## src/rtl/mod_counter_pkg.sv

```systemverilog
`default_nettype none
// ------------------------------------------------------------------
// mod_counter_pkg: shared mode encoding and direction constants. Rev 1.0
// ------------------------------------------------------------------
package mod_counter_pkg;

  typedef enum logic [1:0] {
    MODE_UP       = 2'b00,
    MODE_DOWN     = 2'b01,
    MODE_PINGPONG = 2'b10,
    MODE_HOLD     = 2'b11
  } mode_e;

  localparam logic DIR_UP   = 1'b0;
  localparam logic DIR_DOWN = 1'b1;

endpackage
`default_nettype wire

```

## src/rtl/mod_counter_prescaler.sv

```systemverilog
`default_nettype none
// ------------------------------------------------------------------
// mod_counter_prescaler: divides enabled cycles by presc+1. Rev 1.0
// ------------------------------------------------------------------
module mod_counter_prescaler #(
  parameter int PRESC_W = 8
) (
  input  logic               clk,
  input  logic               reset,
  input  logic               enable,
  input  logic               clear,
  input  logic [PRESC_W-1:0] presc,
  output logic               tick
);

  logic [PRESC_W-1:0] count;

  assign tick = enable && (count == presc);

  always_ff @(posedge clk or posedge reset) begin
    if (reset) begin
      count <= '0;
    end else if (clear) begin
      count <= '0;
    end else if (enable) begin
      count <= tick ? '0 : count + PRESC_W'(1);
    end
  end

endmodule
`default_nettype wire

```

## src/rtl/mod_counter.sv

```systemverilog
`default_nettype none
// ------------------------------------------------------------------
// mod_counter: up/down/ping-pong modulo counter with terminal-count pulse.
// Optional prescaler enabled by MOD_COUNTER_PRESCALE_EN. Rev 1.0
// ------------------------------------------------------------------
module mod_counter
  import mod_counter_pkg::*;
#(
  parameter int WIDTH   = 8,
  parameter int PRESC_W = 8
) (
  input  logic               clk,
  input  logic               reset,
  input  logic               enable,
  input  logic               load,
  input  logic [WIDTH-1:0]   load_value,
  input  logic [WIDTH-1:0]   max,
  input  logic [1:0]         mode,
`ifdef MOD_COUNTER_PRESCALE_EN
  input  logic [PRESC_W-1:0] presc,
`endif
  output logic [WIDTH-1:0]   value,
  output logic               dir,
  output logic               tc
);

  mode_e            mode_sel;
  logic             tick;
  logic             step;
  logic [WIDTH-1:0] max_m1;
  logic [WIDTH-1:0] max_m2;
  logic [WIDTH-1:0] value_nxt;
  logic             dir_nxt;
  logic             tc_nxt;

  assign mode_sel = mode_e'(mode);

`ifdef MOD_COUNTER_PRESCALE_EN
  mod_counter_prescaler #(
    .PRESC_W (PRESC_W)
  ) u_prescaler (
    .clk    (clk),
    .reset  (reset),
    .enable (enable),
    .clear  (load),
    .presc  (presc),
    .tick   (tick)
  );
`else
  logic unused_presc_w;
  assign unused_presc_w = ^PRESC_W;
  assign tick           = 1'b1;
`endif

  assign step   = enable & tick;
  // Only consumed under guards that rule out underflow.
  assign max_m1 = max - WIDTH'(1);
  assign max_m2 = max - WIDTH'(2);

  always_comb begin
    value_nxt = value;
    dir_nxt   = dir;
    tc_nxt    = 1'b0;
    if (load) begin
      value_nxt = ((max == '0) || (load_value >= max)) ? '0 : load_value;
      dir_nxt   = (mode_sel == MODE_DOWN);
    end else if (step && (mode_sel != MODE_HOLD)) begin
      if (max == '0) begin
        value_nxt = '0;
      end else if (max == WIDTH'(1)) begin
        value_nxt = '0;
        tc_nxt    = 1'b1;
        case (mode_sel)
          MODE_PINGPONG: dir_nxt = ~dir;
          MODE_DOWN:     dir_nxt = DIR_DOWN;
          default:       dir_nxt = DIR_UP;
        endcase
      end else if (value >= max) begin
        tc_nxt = 1'b1;
        if (mode_sel == MODE_UP) begin
          value_nxt = '0;
          dir_nxt   = DIR_UP;
        end else begin
          value_nxt = max_m1;
          dir_nxt   = DIR_DOWN;
        end
      end else begin
        case (mode_sel)
          MODE_UP: begin
            dir_nxt = DIR_UP;
            if (value == max_m1) begin
              value_nxt = '0;
              tc_nxt    = 1'b1;
            end else begin
              value_nxt = value + WIDTH'(1);
            end
          end
          MODE_DOWN: begin
            dir_nxt = DIR_DOWN;
            if (value == '0) begin
              value_nxt = max_m1;
              tc_nxt    = 1'b1;
            end else begin
              value_nxt = value - WIDTH'(1);
            end
          end
          default: begin
            if ((dir == DIR_UP) && (value == max_m1)) begin
              value_nxt = max_m2;
              dir_nxt   = DIR_DOWN;
              tc_nxt    = 1'b1;
            end else if ((dir == DIR_DOWN) && (value == '0)) begin
              value_nxt = WIDTH'(1);
              dir_nxt   = DIR_UP;
              tc_nxt    = 1'b1;
            end else if (dir == DIR_UP) begin
              value_nxt = value + WIDTH'(1);
            end else begin
              value_nxt = value - WIDTH'(1);
            end
          end
        endcase
      end
    end
  end

  always_ff @(posedge clk or posedge reset) begin
    if (reset) begin
      value <= '0;
      dir   <= DIR_UP;
      tc    <= 1'b0;
    end else begin
      value <= value_nxt;
      dir   <= dir_nxt;
      tc    <= tc_nxt;
    end
  end

endmodule
`default_nettype wire

```

## config.mk

```make
export PLATFORM = sky130hd
export DESIGN_NAME = mod_counter
export DESIGN_NICKNAME = d
export VERILOG_FILES = /design/src/rtl/mod_counter_pkg.sv /design/src/rtl/mod_counter_prescaler.sv /design/src/rtl/mod_counter.sv
export SDC_FILE = /design/constraint.sdc
export NUM_CORES = 1
export LEC_CHECK = 0
export BUFFER_PORTS_ARGS = -buffer_cell sky130_fd_sc_hd__buf_2
export CAP_MARGIN = 20
export CELL_PAD_IN_SITES_DETAIL_PLACEMENT = 1
export CELL_PAD_IN_SITES_GLOBAL_PLACEMENT = 1
export CORE_MARGIN = 1
export CORE_UTILIZATION = 39
export DETAILED_ROUTE_END_ITERATION = 6
export PLACE_DENSITY_LB_ADDON = 0.12
export SYNTH_ARGS = -nofsm -noshare
export SYNTH_HDL_FRONTEND = slang
export SYNTH_SLANG_ARGS = --single-unit
```

## constraint.sdc

```tcl
create_clock -name clk -period 2.44 [get_ports clk]
set_input_delay 0.244 -clock clk [delete_from_list [all_inputs] [get_ports clk]]
set_output_delay 0.244 -clock clk [all_outputs]
set_load 0.05 [all_outputs]
```

==> Word level (Yosys, flattened, before mapping) <==
Cells that the tools add are included.
{ "totals": {"reg_bits": 10, "latch_bits": 0, "mem_bits_rw": 0, "rom_bits": 0, "input_bits": 22, "output_inout_bits": 10, "n_memories": 0} }
{ "classes": {"n_addsub": 4, "n_mul": 0, "n_div": 0, "n_lt_le_gt_ge": 2, "eq_ne": 6, "n_shift": 0, "mux": 33, "bitwise_logic": 1, "n_reduce_logical": 10} }
{ "op_table": {"columns": ["op", "n"], "rows": [
  ["8-bit 2-to-1 mux", 12],
  ["1-bit 2-to-1 mux", 17],
  ["8-bit greater-or-equal comparator", 2],
  ["8-bit logical NOT", 2],
  ["8-bit case mux with 2 select lines", 1],
  ["8-bit by 1-bit subtractor with 8-bit output (second input constant)", 2],
  ["8-bit by 1-bit adder with 8-bit output (second input constant)", 1],
  ["8-bit by 1-bit equality test with 1-bit output (second input constant)", 1],
  ["8-bit equality test", 1],
  ["8-bit by 2-bit subtractor with 8-bit output (second input constant)", 1],
  ["7-bit nonzero test", 1],
  ["1-bit case mux with 2 select lines", 3],
  ["2-bit inequality test (second input constant)", 2],
  ["1-bit logical AND", 3],
  ["3-bit AND reduction", 1],
  ["2-bit by 1-bit equality test with 1-bit output (second input constant)", 1],
  ["2-bit equality test (second input constant)", 1],
  ["2-bit logical NOT", 1],
  ["2-bit nonzero test", 1],
  ["1-bit logical OR", 1],
  ["1-bit inverter", 1]
]} }

==> Longest topological paths before layout <==
{ "logic_depth": {"depth_word": 10, "ltp_mapped": 10, "depth_no_buf": 9} }

==> Least setup slack after synthesis <==
Ideal clock, no wire load.
{ "synth_timing": {"path_type": "reg2reg", "startpoint": "reg value[0]", "endpoint": "reg value[2]", "setup_time_ns": 0.096, "arrival_time_ns": 2.922, "path_slack_ns": -0.578, "stages_incl_launch_ff": 10, "period_less_slack_ns": 3.018, "cell_sequence": "dfrtp_1 -> clkbuf_1 -> inv_1 -> ha_1 -> nor2_1 -> o2111ai_2 -> nor3_4 -> mux2_2 -> o221a_2 -> o31ai_1"} }
{ "synth_between": {"elab_chain_len": 10, "word_cells_on_any_way": 18, "cone_classes": "add/sub (2); order compare (1); eq/ne (1); mux (11); reduce/logical (3)"} }
{ "synth_rtl": {"columns": ["element", "line_no", "rtl"], "rows": [
  ["from (decl)", "mod_counter.sv:22", "output logic [WIDTH-1:0] value,"],
  ["from (signal assigned)", "mod_counter.sv:133", "value <= value_nxt;"],
  ["8-bit by 1-bit adder with 8-bit output, or another cell as far along", "mod_counter.sv:95, mod_counter.sv:117", null],
  ["8-bit 2-to-1 mux or 1-bit logical AND (tied branches)", "mod_counter.sv:116, mod_counter.sv:112", null],
  ["8-bit 2-to-1 mux", "mod_counter.sv:112", "end else if ((dir == DIR_DOWN) && (value == '0)) begin"],
  ["8-bit 2-to-1 mux", "mod_counter.sv:108", "if ((dir == DIR_UP) && (value == max_m1)) begin"],
  ["8-bit case mux with 2 select lines", "mod_counter.sv:88", "case (mode_sel)"],
  ["8-bit 2-to-1 mux (*)", "mod_counter.sv:78", "end else if (value >= max) begin"],
  ["8-bit 2-to-1 mux (*)", "mod_counter.sv:70", "end else if (max == WIDTH'(1)) begin"],
  ["8-bit 2-to-1 mux (*)", "mod_counter.sv:68", "if (max == '0) begin"],
  ["8-bit 2-to-1 mux (*)", "mod_counter.sv:67", "end else if (step && (mode_sel != MODE_HOLD)) begin"],
  ["8-bit 2-to-1 mux (*)", "mod_counter.sv:64", "if (load) begin"]
]} }
Mark *: on every way between the ends. The rest lies on a longest branch, timed or not. The select of a mux whose other input is x is not followed.
A chain may end at the register's enable or synchronous reset.

==> Final worst setup path <==
{ "layout_timing": {"startpoint": "reg value[5]", "endpoint": "reg value[1]"} }
{ "layout_between": {"elab_chain_len": 10, "word_cells_on_any_way": 15, "cone_classes": "order compare (1); eq/ne (1); mux (10); reduce/logical (3)"} }
{ "layout_rtl": {"columns": ["element", "line_no"], "rows": [
  ["8-bit logical NOT", "mod_counter.sv:100, mod_counter.sv:112"],
  ["1-bit logical AND", "mod_counter.sv:112"],
  ["8-bit 2-to-1 mux", "mod_counter.sv:112"],
  ["8-bit 2-to-1 mux", "mod_counter.sv:108"],
  ["8-bit case mux with 2 select lines", "mod_counter.sv:88"],
  ["8-bit 2-to-1 mux (*)", "mod_counter.sv:78"],
  ["8-bit 2-to-1 mux (*)", "mod_counter.sv:70"],
  ["8-bit 2-to-1 mux (*)", "mod_counter.sv:68"],
  ["8-bit 2-to-1 mux (*)", "mod_counter.sv:67"],
  ["8-bit 2-to-1 mux (*)", "mod_counter.sv:64"]
]} }
Marks and branches as above.

==> metrics.md <==
| Metric | Value |
|---|---|
| Die Ht | `around 76 µm` |
| WL/cell | `~24 µm` |
| Root Buffer | `clkbuf_8` |
| Synth Net Count | `approximately 310` |
| Worst-Skew Late Latency | `0.26 ns` |
| Setup Skew | `approximately 0.015 ns` |
| Yosys reg bits | `10` |
| YS warnings | `0` |
| Die area | `5793 µm²` |
| Total Routed Length | `between 9000 and 10,000 µm` |
| Die W | `about 76 µm` |
| Site Rows | `26` |
| Syn_area_per_cell | `around 8.1 µm²` |
| Setup tns final | `-0.1678 ns` |
| Final hold slack | `-0.001581 ns` |
| Ys async rst share | `1.000` |
| Largest family of logic cells by synthesized area | `compound AO/OA/AOI/OAI gates` |
| Antenna violations before repair | `0` |
| Post-Synth Simple-Gate Area | `0.2161` |
| Synth Area in Adders | `0.1519` |
| Failing checks | `hold timing, setup timing` |
| Max cap viols | `0` |
| Syn Inst Count | `approximately 270` |
| Fin crit period | `approximately 2.5 ns` |
| # clock sinks | `10` |
| Clock Path Buffers | `2` |
| XOR/XNOR Fraction of Synth Area | `0.1355` |
| IO Port Bufs | `31` |
| Initial cell density of the core | `0.4115` |
| Most common cell after layout, fill and taps aside | `buf_4` |
| Initial DRT Pass Iterations | `7` |
| Clock Pin Slew Worst Setup and Hold Paths | `about 0.060 ns` |
| Yosys top cell area share | `0.1519` |
| Netlist Area Pre-Place | `between 2000 and 2500 µm²` |
| Largest net degree at the start of global routing | `15` |
| Post-route DRC | `0` |
| Hpwl dp | `between 7000 and 8000 µm` |
| Setup Crit Path Kind | `reg2reg` |
| Ranking of synthesized cells by area | `ha_1 15%, dfrtp_1 12%, xnor2_1 9.0%` |
| Commonest cells after routing, fill and taps aside | `63 x buf_4, 31 x buf_2, 23 x ha_1, 21 x xnor2_1, 19 x inv_1` |
| Number of global-route vias before repair | `about 2,700` |
| Crit. End Element | `register` |
| CP Data Required Time | `2.54 ns` |
| Placer Congestion | `0.8951` |
| Fraction of the mapped netlist area in compound gates | `0.2553` |
| Fmax achieved | `about 0.40 GHz` |
| P_leak | `between 1 and 1.5 nW` |
| Unique cell type count in the Yosys netlist | `59` |
| Post-synth EDFFs | `0` |
| Io pins | `32` |
| Finish-stage setup viols | `5` |
| Total power | `between 1.5 and 2 mW` |
| RSZ-0062 raised after global routing | `true` |
| H-tree Lvls | `1` |
| Antenna diode count | `0` |
| Peak VDD IR | `~0.26 mV` |
| First-pass GRT wire length | `14,330 µm` |
| Via/cell ratio | `between 6 and 7` |
| Core area | `roughly 5200 µm²` |
| Routed via count | `about 2,600` |
| Data arrival time of the worst path | `approximately 2.6 ns` |
| Status | `finished with violations` |
| Synth area leader | `ha_1` |
| Layout cell share with drive strength beyond 1 | `0.4237` |
| CTS tree | `built` |
| Hold_buf cts | `0` |
| Worst-path maximum fanout | `7` |
| Seq/Total Area, Yosys | `0.1168` |
| Grt ovf | `0` |
| All-Layer GR Usage | `0.3230` |
| HP Class | `in2async` |
| Post-DP Area | `around 2800 µm²` |
| Drt initial violations | `~260` |
| Antenna Violating Nets Remaining | `0` |
| Num CTS Buffers | `3` |
| Final Hold Violating Endpoints | `4` |
| Actual slew at the worst max-slew pin | `0.5382 ns` |
| Slew Viols, Final | `0` |
| Area grow syn2layout | `46.61%` |
| Power density over the cells | `approximately 570 nW/µm²` |
| Finished Cell Area | `between 3000 and 4000 µm²` |
| Headroom to the max-slew limit | `0.6412` |
| Fillers | `between 600 and 700` |
| Post-layout nets | `between 400 and 500` |
| Worst setup margin | `-0.06740 ns` |
| Synth Flop Type | `dfrtp_1` |
| Setup crit start kind | `register` |
| Fin crit share | `1.028` |
| Mux share of post-synthesis cell area | `0.05724` |
kinds of logic (layout without fill, tap and decap cells):
| family | Yosys count | in the layout |
|---|---|---|
| AOI/OAI and AO/OA | 70 | 70 |
| xor gates and xnor gates | 30 | 30 |
| adders and majority gates | 26 | 26 |
| buffers and inverters | 35 | 124 |
| DFF | 10 | 10 |
| muxes | 12 | 12 |
| and+or+nand+nor | 82 | 82 |
synthesized netlist by cell type, types with 6 or more instances:
cell type	number
ha_1	26
xnor2_1	22
inv_1	19
nor2_1	16
nand2_1	15
dfrtp_1	10
mux2i_1	10
o21ai_0	10
o31ai_1	10
a21oi_1	9
nand3_1	9
clkbuf_1	8
nor3_1	8
a222oi_1	7
xor2_1	6
worst max-delay path, stage by stage (launching register included):
cell	delay, ns
dfrtp_2	0.43
buf_12	0.14
ha_1	0.34
a2111oi_2	0.36
o21ai_1	0.14
o21ai_2	0.16
nor3b_4	0.13
a222oi_1	0.51
o31ai_2	0.14
flip-flops by register name, indices dropped and copies added, names as in the netlist:
| signal | count |
|---|---|
| dir | 1 |
| value | 8 |
| tc | 1 |
routing by layer:
layer / GRT usage / up-vias / wire, µm
met3: 0.03234 / 41 / 650
met1: 0.4206 / 1279 / 4095
li1: - / 1172 / -
met4: 0.1538 / 0 / 504
met2: 0.5345 / 151 / 4731
met5: 0 / - / 0
stage by stage:
step	worst slack [ns]	hold WS, ns	cells	util
after global placement	-0.1769	0.2778	411	0.5370
final	-0.06740	-0.001581	424	0.6034
after CTS	-0.05107	0.01231	419	0.5649
after floorplan	-0.1962	0.08384	265	-
after detailed placement	-0.2707	0.2815	411	0.5370
after global routing	-0.1392	0.02834	424	0.6034
final timing paths:
path	startpoint	end	slack, ns	cells after the start
worst max-delay path	value[5]$_DFFE_PP0P_	value[1]$_DFFE_PP0P_	-0.07	8
worst min-delay path	reset	value[3]$_DFFE_PP0P_	-0.002	2
worst max register to register	value[5]$_DFFE_PP0P_	value[1]$_DFFE_PP0P_	-0.07	8
worst min register to register	value[6]$_DFFE_PP0P_	value[6]$_DFFE_PP0P_	0.66	2
max in group asynchronous	reset	value[7]$_DFFE_PP0P_	2.06	2
min in group clk	load_value[6]	value[6]$_DFFE_PP0P_	0.29	3
final cells by class:
class                   count  area, µm²  area share
inverters                  19      71.32     0.02271
clock buffers               4      45.04     0.01434
multi-input cells         220       1954      0.6223
flip-flops and latches     10      257.7     0.08207
well taps                  70      87.58     0.02789
repair buffers            101      724.4      0.2307
power breakdown:
group / internal (mW) / leakage [nW] / switching [mW]
logic: 0.577 / 1.30 / 0.761
registers: 0.200 / 0.120 / 0.0540
clock network: 0.116 / 0.0228 / 0.0858
repair_timing:
item                                    CTS  global route
endpoints found under the setup margin    8             9
pin swaps                                 8            16
setup buffers                             4             5
endpoints found under the hold margin     0             0
resized for setup                        14            30
Power figures use the tool's default switching activity.
